$ cat src/rtl/core_pkg.sv
// Shared definitions for the RV32IM core: ALU opcodes, operand select codes
// and the bit positions inside the 5-bit control bundle.
package core_pkg;

    localparam int XLEN    = 32;
    localparam int RADDR_W = 5;

    localparam logic [3:0] ALU_ADD  = 4'b0000;
    localparam logic [3:0] ALU_SUB  = 4'b1000;
    localparam logic [3:0] ALU_SLL  = 4'b0001;
    localparam logic [3:0] ALU_SLT  = 4'b0010;
    localparam logic [3:0] ALU_SLTU = 4'b0011;
    localparam logic [3:0] ALU_XOR  = 4'b0100;
    localparam logic [3:0] ALU_SRL  = 4'b0101;
    localparam logic [3:0] ALU_SRA  = 4'b1101;
    localparam logic [3:0] ALU_OR   = 4'b0110;
    localparam logic [3:0] ALU_AND  = 4'b0111;
    localparam logic [3:0] ALU_BEQ  = 4'b1111;
    localparam logic [3:0] ALU_BNE  = 4'b1110;
    localparam logic [3:0] ALU_BGE  = 4'b1100;
    localparam logic [3:0] ALU_BGEU = 4'b1001;

    localparam logic [1:0] OP1_RS1   = 2'b00;
    localparam logic [1:0] OP1_PC    = 2'b01;
    localparam logic [1:0] OP1_ZERO  = 2'b10;
    localparam logic [1:0] OP1_ZERO2 = 2'b11;

    localparam logic [1:0] OP2_RS2  = 2'b00;
    localparam logic [1:0] OP2_IMM  = 2'b01;
    localparam logic [1:0] OP2_FOUR = 2'b10;
    localparam logic [1:0] OP2_ZERO = 2'b11;

    localparam int CTRL_REG_WRITE = 0;
    localparam int CTRL_MEM_READ  = 1;
    localparam int CTRL_MEM_WRITE = 2;
    localparam int CTRL_BRANCH    = 3;
    localparam int CTRL_JUMP      = 4;

    typedef enum logic [1:0] {
        UPD_FLUSH,
        UPD_HOLD,
        UPD_BUBBLE,
        UPD_CAPTURE
    } upd_e;

endpackage

$ cat src/rtl/fwd_mux.sv
// Per-source forwarding selector: EX/MEM beats MEM/WB beats the registered
// operand; x0 always reads zero.
module fwd_mux
    import core_pkg::*;
#(
    parameter int XLEN    = core_pkg::XLEN,
    parameter int RADDR_W = core_pkg::RADDR_W
) (
    input  logic [RADDR_W-1:0] rs_addr_i,
    input  logic [XLEN-1:0]    rs_data_i,
    input  logic [RADDR_W-1:0] exmem_rd_i,
    input  logic               exmem_we_i,
    input  logic [XLEN-1:0]    exmem_result_i,
    input  logic [RADDR_W-1:0] memwb_rd_i,
    input  logic               memwb_we_i,
    input  logic [XLEN-1:0]    memwb_result_i,
    output logic [XLEN-1:0]    data_o
);

    always_comb begin
        data_o = rs_data_i;
        if (rs_addr_i == '0) begin
            data_o = '0;
        end else if (exmem_we_i && exmem_rd_i == rs_addr_i) begin
            data_o = exmem_result_i;
        end else if (memwb_we_i && memwb_rd_i == rs_addr_i) begin
            data_o = memwb_result_i;
        end
    end

endmodule

$ cat src/rtl/id_ex_stage.sv
// ID/EX pipeline register with load-use detection, capture bypass from
// MEM/WB and EX-side forwarding/operand selection feeding the ALU.
module id_ex_stage
    import core_pkg::*;
#(
    parameter int XLEN    = core_pkg::XLEN,
    parameter int RADDR_W = core_pkg::RADDR_W
) (
    input  logic               clk,
    input  logic               rst_n,
    input  logic               stall_i,
    input  logic               flush_i,
    input  logic               id_valid,
    input  logic [XLEN-1:0]    id_pc,
    input  logic [XLEN-1:0]    id_imm,
    input  logic [RADDR_W-1:0] id_rs1_addr,
    input  logic [RADDR_W-1:0] id_rs2_addr,
    input  logic [XLEN-1:0]    id_rs1_data,
    input  logic [XLEN-1:0]    id_rs2_data,
    input  logic               id_rs1_used,
    input  logic               id_rs2_used,
    input  logic [RADDR_W-1:0] id_rd,
    input  logic [3:0]         id_alu_op,
    input  logic [1:0]         id_op1_sel,
    input  logic [1:0]         id_op2_sel,
    input  logic [4:0]         id_ctrl,
    input  logic [RADDR_W-1:0] exmem_rd,
    input  logic [RADDR_W-1:0] memwb_rd,
    input  logic               exmem_we,
    input  logic               memwb_we,
    input  logic [XLEN-1:0]    exmem_result,
    input  logic [XLEN-1:0]    memwb_result,
    output logic               load_use_stall,
    output logic               ex_valid,
    output logic [XLEN-1:0]    ex_pc,
    output logic [XLEN-1:0]    ex_imm,
    output logic [RADDR_W-1:0] ex_rd,
    output logic [4:0]         ex_ctrl,
    output logic [3:0]         ex_alu_op,
    output logic [XLEN-1:0]    ex_operand1,
    output logic [XLEN-1:0]    ex_operand2,
    output logic [XLEN-1:0]    ex_store_data
);

    logic               valid_q,    valid_d;
    logic [XLEN-1:0]    pc_q,       pc_d;
    logic [XLEN-1:0]    imm_q,      imm_d;
    logic [RADDR_W-1:0] rs1_addr_q, rs1_addr_d;
    logic [RADDR_W-1:0] rs2_addr_q, rs2_addr_d;
    logic [XLEN-1:0]    rs1_data_q, rs1_data_d;
    logic [XLEN-1:0]    rs2_data_q, rs2_data_d;
    logic [RADDR_W-1:0] rd_q,       rd_d;
    logic [3:0]         alu_op_q,   alu_op_d;
    logic [1:0]         op1_sel_q,  op1_sel_d;
    logic [1:0]         op2_sel_q,  op2_sel_d;
    logic [4:0]         ctrl_q,     ctrl_d;

    upd_e            upd;
    logic [XLEN-1:0] rs1_cap, rs2_cap;
    logic [XLEN-1:0] rs1_fwd, rs2_fwd;

    assign load_use_stall = valid_q && ctrl_q[CTRL_MEM_READ] && (rd_q != '0) && id_valid
                          && ((id_rs1_used && id_rs1_addr == rd_q)
                           || (id_rs2_used && id_rs2_addr == rd_q));

    // The register file is written this same cycle, so MEM/WB data must be latched here.
    assign rs1_cap = (memwb_we && memwb_rd != '0 && memwb_rd == id_rs1_addr) ? memwb_result : id_rs1_data;
    assign rs2_cap = (memwb_we && memwb_rd != '0 && memwb_rd == id_rs2_addr) ? memwb_result : id_rs2_data;

    always_comb begin
        if (flush_i)             upd = UPD_FLUSH;
        else if (stall_i)        upd = UPD_HOLD;
        else if (load_use_stall) upd = UPD_BUBBLE;
        else                     upd = UPD_CAPTURE;
    end

    always_comb begin
        valid_d    = valid_q;
        pc_d       = pc_q;
        imm_d      = imm_q;
        rs1_addr_d = rs1_addr_q;
        rs2_addr_d = rs2_addr_q;
        rs1_data_d = rs1_data_q;
        rs2_data_d = rs2_data_q;
        rd_d       = rd_q;
        alu_op_d   = alu_op_q;
        op1_sel_d  = op1_sel_q;
        op2_sel_d  = op2_sel_q;
        ctrl_d     = ctrl_q;
        case (upd)
            UPD_FLUSH, UPD_BUBBLE: begin
                valid_d    = 1'b0;
                pc_d       = '0;
                imm_d      = '0;
                rs1_addr_d = '0;
                rs2_addr_d = '0;
                rs1_data_d = '0;
                rs2_data_d = '0;
                rd_d       = '0;
                alu_op_d   = ALU_ADD;
                op1_sel_d  = OP1_RS1;
                op2_sel_d  = OP2_RS2;
                ctrl_d     = '0;
            end
            UPD_CAPTURE: begin
                valid_d    = id_valid;
                pc_d       = id_pc;
                imm_d      = id_imm;
                rs1_addr_d = id_rs1_addr;
                rs2_addr_d = id_rs2_addr;
                rs1_data_d = rs1_cap;
                rs2_data_d = rs2_cap;
                rd_d       = id_rd;
                alu_op_d   = id_alu_op;
                op1_sel_d  = id_op1_sel;
                op2_sel_d  = id_op2_sel;
                ctrl_d     = id_valid ? id_ctrl : 5'b0;
            end
            default: ;
        endcase
    end

    always_ff @(posedge clk or negedge rst_n) begin
        if (!rst_n) begin
            valid_q    <= 1'b0;
            pc_q       <= '0;
            imm_q      <= '0;
            rs1_addr_q <= '0;
            rs2_addr_q <= '0;
            rs1_data_q <= '0;
            rs2_data_q <= '0;
            rd_q       <= '0;
            alu_op_q   <= ALU_ADD;
            op1_sel_q  <= OP1_RS1;
            op2_sel_q  <= OP2_RS2;
            ctrl_q     <= '0;
        end else begin
            valid_q    <= valid_d;
            pc_q       <= pc_d;
            imm_q      <= imm_d;
            rs1_addr_q <= rs1_addr_d;
            rs2_addr_q <= rs2_addr_d;
            rs1_data_q <= rs1_data_d;
            rs2_data_q <= rs2_data_d;
            rd_q       <= rd_d;
            alu_op_q   <= alu_op_d;
            op1_sel_q  <= op1_sel_d;
            op2_sel_q  <= op2_sel_d;
            ctrl_q     <= ctrl_d;
        end
    end

    fwd_mux #(.XLEN(XLEN), .RADDR_W(RADDR_W)) u_fwd_rs1 (
        .rs_addr_i      (rs1_addr_q),
        .rs_data_i      (rs1_data_q),
        .exmem_rd_i     (exmem_rd),
        .exmem_we_i     (exmem_we),
        .exmem_result_i (exmem_result),
        .memwb_rd_i     (memwb_rd),
        .memwb_we_i     (memwb_we),
        .memwb_result_i (memwb_result),
        .data_o         (rs1_fwd)
    );

    fwd_mux #(.XLEN(XLEN), .RADDR_W(RADDR_W)) u_fwd_rs2 (
        .rs_addr_i      (rs2_addr_q),
        .rs_data_i      (rs2_data_q),
        .exmem_rd_i     (exmem_rd),
        .exmem_we_i     (exmem_we),
        .exmem_result_i (exmem_result),
        .memwb_rd_i     (memwb_rd),
        .memwb_we_i     (memwb_we),
        .memwb_result_i (memwb_result),
        .data_o         (rs2_fwd)
    );

    always_comb begin
        case (op1_sel_q)
            OP1_RS1: ex_operand1 = rs1_fwd;
            OP1_PC:  ex_operand1 = pc_q;
            default: ex_operand1 = '0;
        endcase
        case (op2_sel_q)
            OP2_RS2:  ex_operand2 = rs2_fwd;
            OP2_IMM:  ex_operand2 = imm_q;
            OP2_FOUR: ex_operand2 = XLEN'(4);
            default:  ex_operand2 = '0;
        endcase
    end

    assign ex_valid      = valid_q;
    assign ex_pc         = pc_q;
    assign ex_imm        = imm_q;
    assign ex_rd         = rd_q;
    assign ex_ctrl       = ctrl_q;
    assign ex_alu_op     = alu_op_q;
    assign ex_store_data = rs2_fwd;

endmodule

$ cat config.mk
export PLATFORM = sky130hd
export DESIGN_NAME = id_ex_stage
export DESIGN_NICKNAME = d
export VERILOG_FILES = /design/src/rtl/core_pkg.sv /design/src/rtl/fwd_mux.sv /design/src/rtl/id_ex_stage.sv
export SDC_FILE = /design/constraint.sdc
export NUM_CORES = 1
export LEC_CHECK = 0
export CORE_AREA = 2 2 163 165
export DETAILED_ROUTE_END_ITERATION = 8
export DIE_AREA = 0 0 165 167
export GPL_ROUTABILITY_DRIVEN = 0
export PLACE_DENSITY = 0.7
export REMOVE_ABC_BUFFERS = 1
export SLEW_MARGIN = 25
export SYNTH_ARGS = -nofsm -noshare
export SYNTH_HDL_FRONTEND = slang
export SYNTH_SLANG_ARGS = --single-unit
$ cat constraint.sdc
create_clock -name clk -period 3.1 [get_ports clk]
set_input_delay 0.62 -clock clk [delete_from_list [all_inputs] [get_ports clk]]
set_output_delay 0.62 -clock clk [all_outputs]
set_load 0.02 [all_outputs]
==> results.json, run 1 <==
{
  "vias": 10100,
  "grt_pass1_wl_um": 60300,
  "netlist_area_um2": 9160,
  "cts_tree": "built",
  "synth_common_cells": "157 x dfrtp_1, 132 x nand2_1, 96 x o21ai_1",
  "synth_edf_count": 0,
  "slew_viol_final": 0,
  "p_total_mw": 6.24,
  "vias_per_cell": 5.60,
  "met1_usage_pct": 35.4,
  "port_buffers": 414,
  "cts_inserted_buffers": 17,
  "combPwrFrac_pct": 28.8,
  "path_clk_slew_ns": 0.07,
  "cts.hold.buffers_added": 0,
  "clk_latency_ns": 0.42,
  "period_needed_ns": 3.10,
  "p_leak_nw": 6.22,
  "cts_sinks": 157,
  "pre_cts_ws_ns": -0.793,
  "fin_crit_sh_pct": 100,
  "critPathMaxFanout": 9,
  "worst_r2r_endpoint": "ex_imm[25]",
  "critPathArrivalTime_ns": 2.48,
  "slew_headroom_pct": 55.6,
  "drive_gt1_share_pct": 22.4,
  "drc_errors": 0,
  "yosys_most_used_dff": "dfrtp_1",
  "reg2regPathDepth": 6,
  "finalSetupViolations": 1,
  "p_int_mw": 4.27,
  "rrSetupSlack_ns": 0.78,
  "p_per_area_nw_per_um2": 411,
  "synth-seq-cells": 157,
  "yosys_warnings": 0,
  "drt-initial-drc-count": 714,
  "fin_nets": 1698,
  "pwr-share-seq_pct": 36.2,
  "finalWirelength_um": 40600,
  "avgSynthCellArea_um2": 9.09,
  "ys_types": 39,
  "post-route-util_pct": 58.9,
  "synth_area_leaders": "dfrtp_1 43%, a22o_1 8.5%, mux2i_1 7.0%",
  "grt-busiest-layer": "met2",
  "switching_power_mw": 1.97,
  "ys_seq_area_share_pct": 42.9,
  "startpoint": "memwb_rd[4]",
  "fp-row-count": 59,
  "grt_setup_unrepaired": "yes",
  "required_ns": 2.48,
  "area_delta_synth_final_pct": 65.6,
  "ios": 415,
  "outcome": "finished, violations left",
  "stdcell_count": 1809,
  "antenna_found_initial": 2,
  "core_um2": 25800,
  "switching_share_pct": 31.6,
  "hold_ws_ns": 0.114,
  "skew_ns": 0.0177,
  "grt_util_all_layers_pct": 28.6,
  "postRouteAntennaNets": 0,
  "r2r_start": "ex_rd[1]",
  "fp.dieW_um": 165,
  "hold_class": "in2async",
  "fp.dieH_um": 167,
  "cp-endpoint": "ex_operand2[6]",
  "clkPwrFrac_pct": 34.9,
  "drt-pass1-iter-count": 5,
  "violations": "negative setup slack",
  "htree_levels": 4,
  "async_flop_share_pct": 100,
  "synthCells": 1008,
  "globalRouteMet3Util_pct": 8.34,
  "synth_top_area_share_pct": 42.9,
  "wl_per_cell_um": 22.5,
  "grt-ovfl-total": 0,
  "start_util_pct": 35.6,
  "start_kind": "input port",
  "worst_pin_slew_ns": 0.666,
  "hold_viol_final": 0,
  "placed_cells": 1767,
  "setup_slack_ns": -0.00320,
  "hpwl_um": 28700,
  "drv_cap": 0,
  "clock-root-buffer": "clkbuf_16",
  "use_met2_pct": 47.6,
  "clock_path_buffers": 2,
  "yosysMostFrequentCell": "dfrtp_1",
  "grt_max_degree": 101,
  "dieArea_um2": 27600,
  "yosysTopAreaCell": "dfrtp_1",
  "fillers": 2290,
  "max_freq_mhz": 322,
  "end_kind": "primary output",
  "grt_pass1_vias": 10300,
  "ir_drop_mv": 0.238,
  "path_class": "in2out"
}
[final cells by class]
cell class	count	area, um^2	share of cell area [%]
Inverter	3	11.3	0.0742
Timing Repair Buffer	533	5070	33.4
Clock inverter	14	160	1.06
Sequential cell	157	3930	25.9
Multi-Input combinational cell	747	5140	33.9
Clock buffer	18	439	2.89
Antenna cell	2	5.00	0.0330
Tap cell	335	419	2.76
[worst min path at each step]
stage                              from             to  slack (ns)  cells after the start
final                             rst_n       ex_rd[3]        0.11                      1
after global placement    rs2_data_q[6]  rs2_data_q[6]        0.46                      2
after floorplan                   rst_n   ex_alu_op[0]        0.32                      0
after global routing              rst_n      ex_pc[10]        0.13                      1
after CTS                         rst_n       ex_rd[3]        0.11                      1
after detailed placement  rs1_data_q[9]  rs1_data_q[9]        0.47                      2
[layout by cell type (no fill, tap or decap), types with 19 or more instances in the layout]
| master | count |
|---|---|
| mux2i_1 | 64 |
| nand2_1 | 132 |
| nand3_1 | 35 |
| a21boi_1 | 31 |
| buf_4 | 119 |
| a211oi_1 | 19 |
| nor3_1 | 23 |
| clkbuf_16 | 19 |
| dfrtp_1 | 153 |
| nor2_1 | 29 |
| buf_12 | 25 |
| clkdlybuf4s50_1 | 306 |
| o21ai_1 | 100 |
| a22o_1 | 89 |
| xnor2_1 | 23 |
| buf_2 | 54 |
| and3_1 | 26 |
| o21ai_0 | 60 |
[registers in the layout (all words and copies together), names as in the netlist]
register / flops
op1_sel_q: 2
rs1_data_q: 32
ex_alu_op: 4
ex_pc: 32
ex_ctrl: 5
rs1_addr_q: 5
rs2_addr_q: 5
ex_rd: 5
ex_valid: 1
ex_imm: 32
rs2_data_q: 32
op2_sel_q: 2
[cells by family after synthesis]
logic type,Yosys count,synth area share (%)
muxes,64,6.99
AOI/OAI and AO/OA,356,26.2
and+or+nand+nor,287,14.4
xor gates and xnor gates,40,3.82
buffers and inverters,104,5.68
DFF,157,42.9
[metrics by stage]
stage	setup TNS [ns]	instance area (um^2)
after detailed placement	-62.53	14400
after CTS	0	14800
final	-0.00320	15200
after floorplan	-540.45	8650
after global placement	-60.98	14400
after global routing	-1.02	15200
[repair_timing]
item / CTS / global route
cloned: 2 / 2
pin swaps: 14 / 12
buffers inserted: 2 / 3
gates resized for setup: 486 / 103
endpoints found under the setup margin: 97 / 79
endpoints found under the hold margin: 0 / 0
[power groups by stage]
stage / Sequential, mW / Clock [mW] / Combinational (mW)
after floorplan: 2.34 / 0 / 0.620
final: 2.26 / 2.18 / 1.80
after detailed placement: 2.29 / 0 / 1.78
after CTS: 2.26 / 2.22 / 1.72
after global routing: 2.27 / 2.31 / 1.91
after global placement: 2.29 / 0 / 1.76
[critical path, cell delays in order]
cell           delay, ns
dlygate4sd2_1       0.30
xnor2_1             0.23
and4_4              0.29
buf_12              0.15
buf_4               0.13
nand3_1             0.06
and3_1              0.21
o31ai_2             0.29
buf_4               0.20
[metal layers]
layer / up-vias / part of all wire [%] / wire length, um
met5: - / 0.032 / 13
met3: 65 / 8.9 / 3610
met1: 5027 / 40 / 16300
li1: 4586 / - / -
met4: 2 / 2.3 / 927
met2: 459 / 49 / 19800
(Power assumes the default switching activity.)
==> run 2: changes to the inputs <==
CAP_MARGIN = 20   (was default)
SLEW_MARGIN = 20   (was 25)
clock period = 3.18 ns   (was 3.1 ns; I/O delays follow)
==> run 2 against run 1 <==
The run now ends clean. Highest routed layer unchanged. Total power shrank 5.1%. Critical path depth unchanged. Via count decreased by 1.3%. Clock skew decreased by 0.0053 ns. Design area shrank 3.2%.
==> results.json, run 2 (synthesized netlist as in run 1, its figures left out) <==
{
  "slew_headroom_pct": 54.2,
  "hpwl_um": 28500,
  "drive_gt1_share_pct": 19.2,
  "wl_per_cell_um": 22.1,
  "r2r_start": "ex_rd[1]",
  "startpoint": "memwb_rd[1]",
  "htree_levels": 4,
  "drc_errors": 0,
  "start_kind": "input port",
  "p_int_mw": 4.02,
  "vias": 10000,
  "dieArea_um2": 27600,
  "p_total_mw": 5.92,
  "period_needed_ns": 3.13,
  "rrSetupSlack_ns": 0.90,
  "cts_tree": "built",
  "finalWirelength_um": 39500,
  "start_util_pct": 35.6,
  "fin_crit_sh_pct": 98.4,
  "max_freq_mhz": 320,
  "end_kind": "primary output",
  "combPwrFrac_pct": 28.0,
  "grt_util_all_layers_pct": 28.1,
  "hold_class": "in2async",
  "switching_share_pct": 32.0,
  "fp.dieW_um": 165,
  "p_per_area_nw_per_um2": 403,
  "drv_cap": 0,
  "grt_pass1_vias": 10100,
  "grt_max_degree": 76,
  "port_buffers": 414,
  "slew_viol_final": 0,
  "grt_pass1_wl_um": 59300,
  "ios": 415,
  "mostFrequentLayoutCells": "306 x clkdlybuf4s50_1, 153 x dfrtp_1, 132 x nand2_1, 96 x o21ai_1, 89 x a22o_1",
  "grt-ovfl-total": 0,
  "cp_cell_sequence": "dlygate4sd2_1 > xnor2_2 > and4_2 > buf_12 > buf_4 > nand3_1 > and3_1 > o31ai_1 > buf_2",
  "clock-root-buffer": "clkbuf_16",
  "critPathArrivalTime_ns": 2.49,
  "postRouteAntennaNets": 0,
  "hold_viol_final": 0,
  "clk_latency_ns": 0.43,
  "pwr-share-seq_pct": 37.2,
  "grt_setup_unrepaired": "yes",
  "core_um2": 25800,
  "finalSetupTns_ns": 0,
  "finalSetupViolations": 0,
  "cp_slowest_stage_delay_ns": 0.34,
  "ir_drop_mv": 0.265,
  "p_leak_nw": 6.06,
  "hold_ws_ns": 0.217,
  "area_delta_synth_final_pct": 60.3,
  "fin_nets": 1679,
  "fp-row-count": 59,
  "antenna_found_initial": 2,
  "cp_slowest_cell": "dlygate4sd2_1",
  "fp.dieH_um": 167,
  "required_ns": 2.54,
  "clkPwrFrac_pct": 34.8,
  "worst_pin_slew_ns": 0.686,
  "fillers": 2327,
  "final_common_cell": "clkdlybuf4s50_1",
  "drt-pass1-iter-count": 6,
  "outcome": "finished, final reports clean",
  "clock_path_buffers": 2,
  "drt-initial-drc-count": 824,
  "vias_per_cell": 5.60,
  "skew_ns": 0.0124,
  "switching_power_mw": 1.90,
  "cts_sinks": 157,
  "path_clk_slew_ns": 0.07,
  "critPathMaxFanout": 15,
  "cts_inserted_buffers": 17,
  "path_class": "in2out"
}
run 2: routing by layer:
metal | part of all wire, % | global-route usage, % | routed length, um
met2 | 49 | 47.5 | 19300
met5 | 0.033 | 0 | 13
met4 | 3.3 | 10.5 | 1320
met1 | 39 | 34.4 | 15500
met3 | 8.5 | 7.05 | 3360
run 2: final timing paths:
| check | cells past startpoint | end |
|---|---|---|
| max in group asynchronous | 2 | ex_imm[22] |
| min in group clk | 2 | rs1_data_q[26] |
| setup reg to reg | 6 | ex_pc[29] |
| hold reg to reg | 2 | rs1_data_q[26] |
| setup / recovery | 9 | ex_operand2[31] |
| hold / removal | 1 | ex_rd[3] |
run 2: timing repair:
action                     in CTS  in global routing
cloned                          0                  1
gates resized for setup       459                 38
hold buffers                    0                  0
buffers inserted                2                  0
setup endpoints to repair      96                 38
pin swaps                      10                 15
run 2: final cells by class:
| type | count | area, um^2 | share of cell area (%) |
|---|---|---|---|
| Multi-Input combinational cell | 747 | 4970 | 33.8 |
| Clock buffer | 19 | 443 | 3.01 |
| Sequential cell | 157 | 3930 | 26.8 |
| Timing Repair Buffer | 514 | 4780 | 32.6 |
| Tap cell | 335 | 419 | 2.85 |
| Inverter | 3 | 11.3 | 0.0766 |
| Clock inverter | 13 | 130 | 0.886 |
| Antenna cell | 1 | 2.50 | 0.0170 |
run 2: power by group through the flow:
stage	Sequential, mW	Clock, mW	Combinational [mW]
after global placement	2.23	0	1.69
after floorplan	2.28	0	0.605
after detailed placement	2.23	0	1.71
after global routing	2.22	2.19	1.77
after CTS	2.20	2.10	1.64
final	2.20	2.06	1.66
run 2: stage by stage:
step / utilization [%] / setup WS (ns) / cells / area (um^2)
4_1_cts: 56.7 / 0.0393 / 1787 / 14600
2_1_floorplan: - / -3.14 / 907 / 8650
3_3_place_gp: 55.5 / -0.673 / 1753 / 14300
3_5_place_dp: 55.5 / -0.694 / 1753 / 14300
6_report: 57.0 / 0.0512 / 1789 / 14700
5_1_grt: 57.0 / -0.0265 / 1789 / 14700
run 2: critical path: cells and delay by family:
kind | cells | cell delay [ns]
compound gates | 1 | 0.27
xor+xnor | 1 | 0.15
buf+inv | 4 | 0.89
simple gates | 3 | 0.53
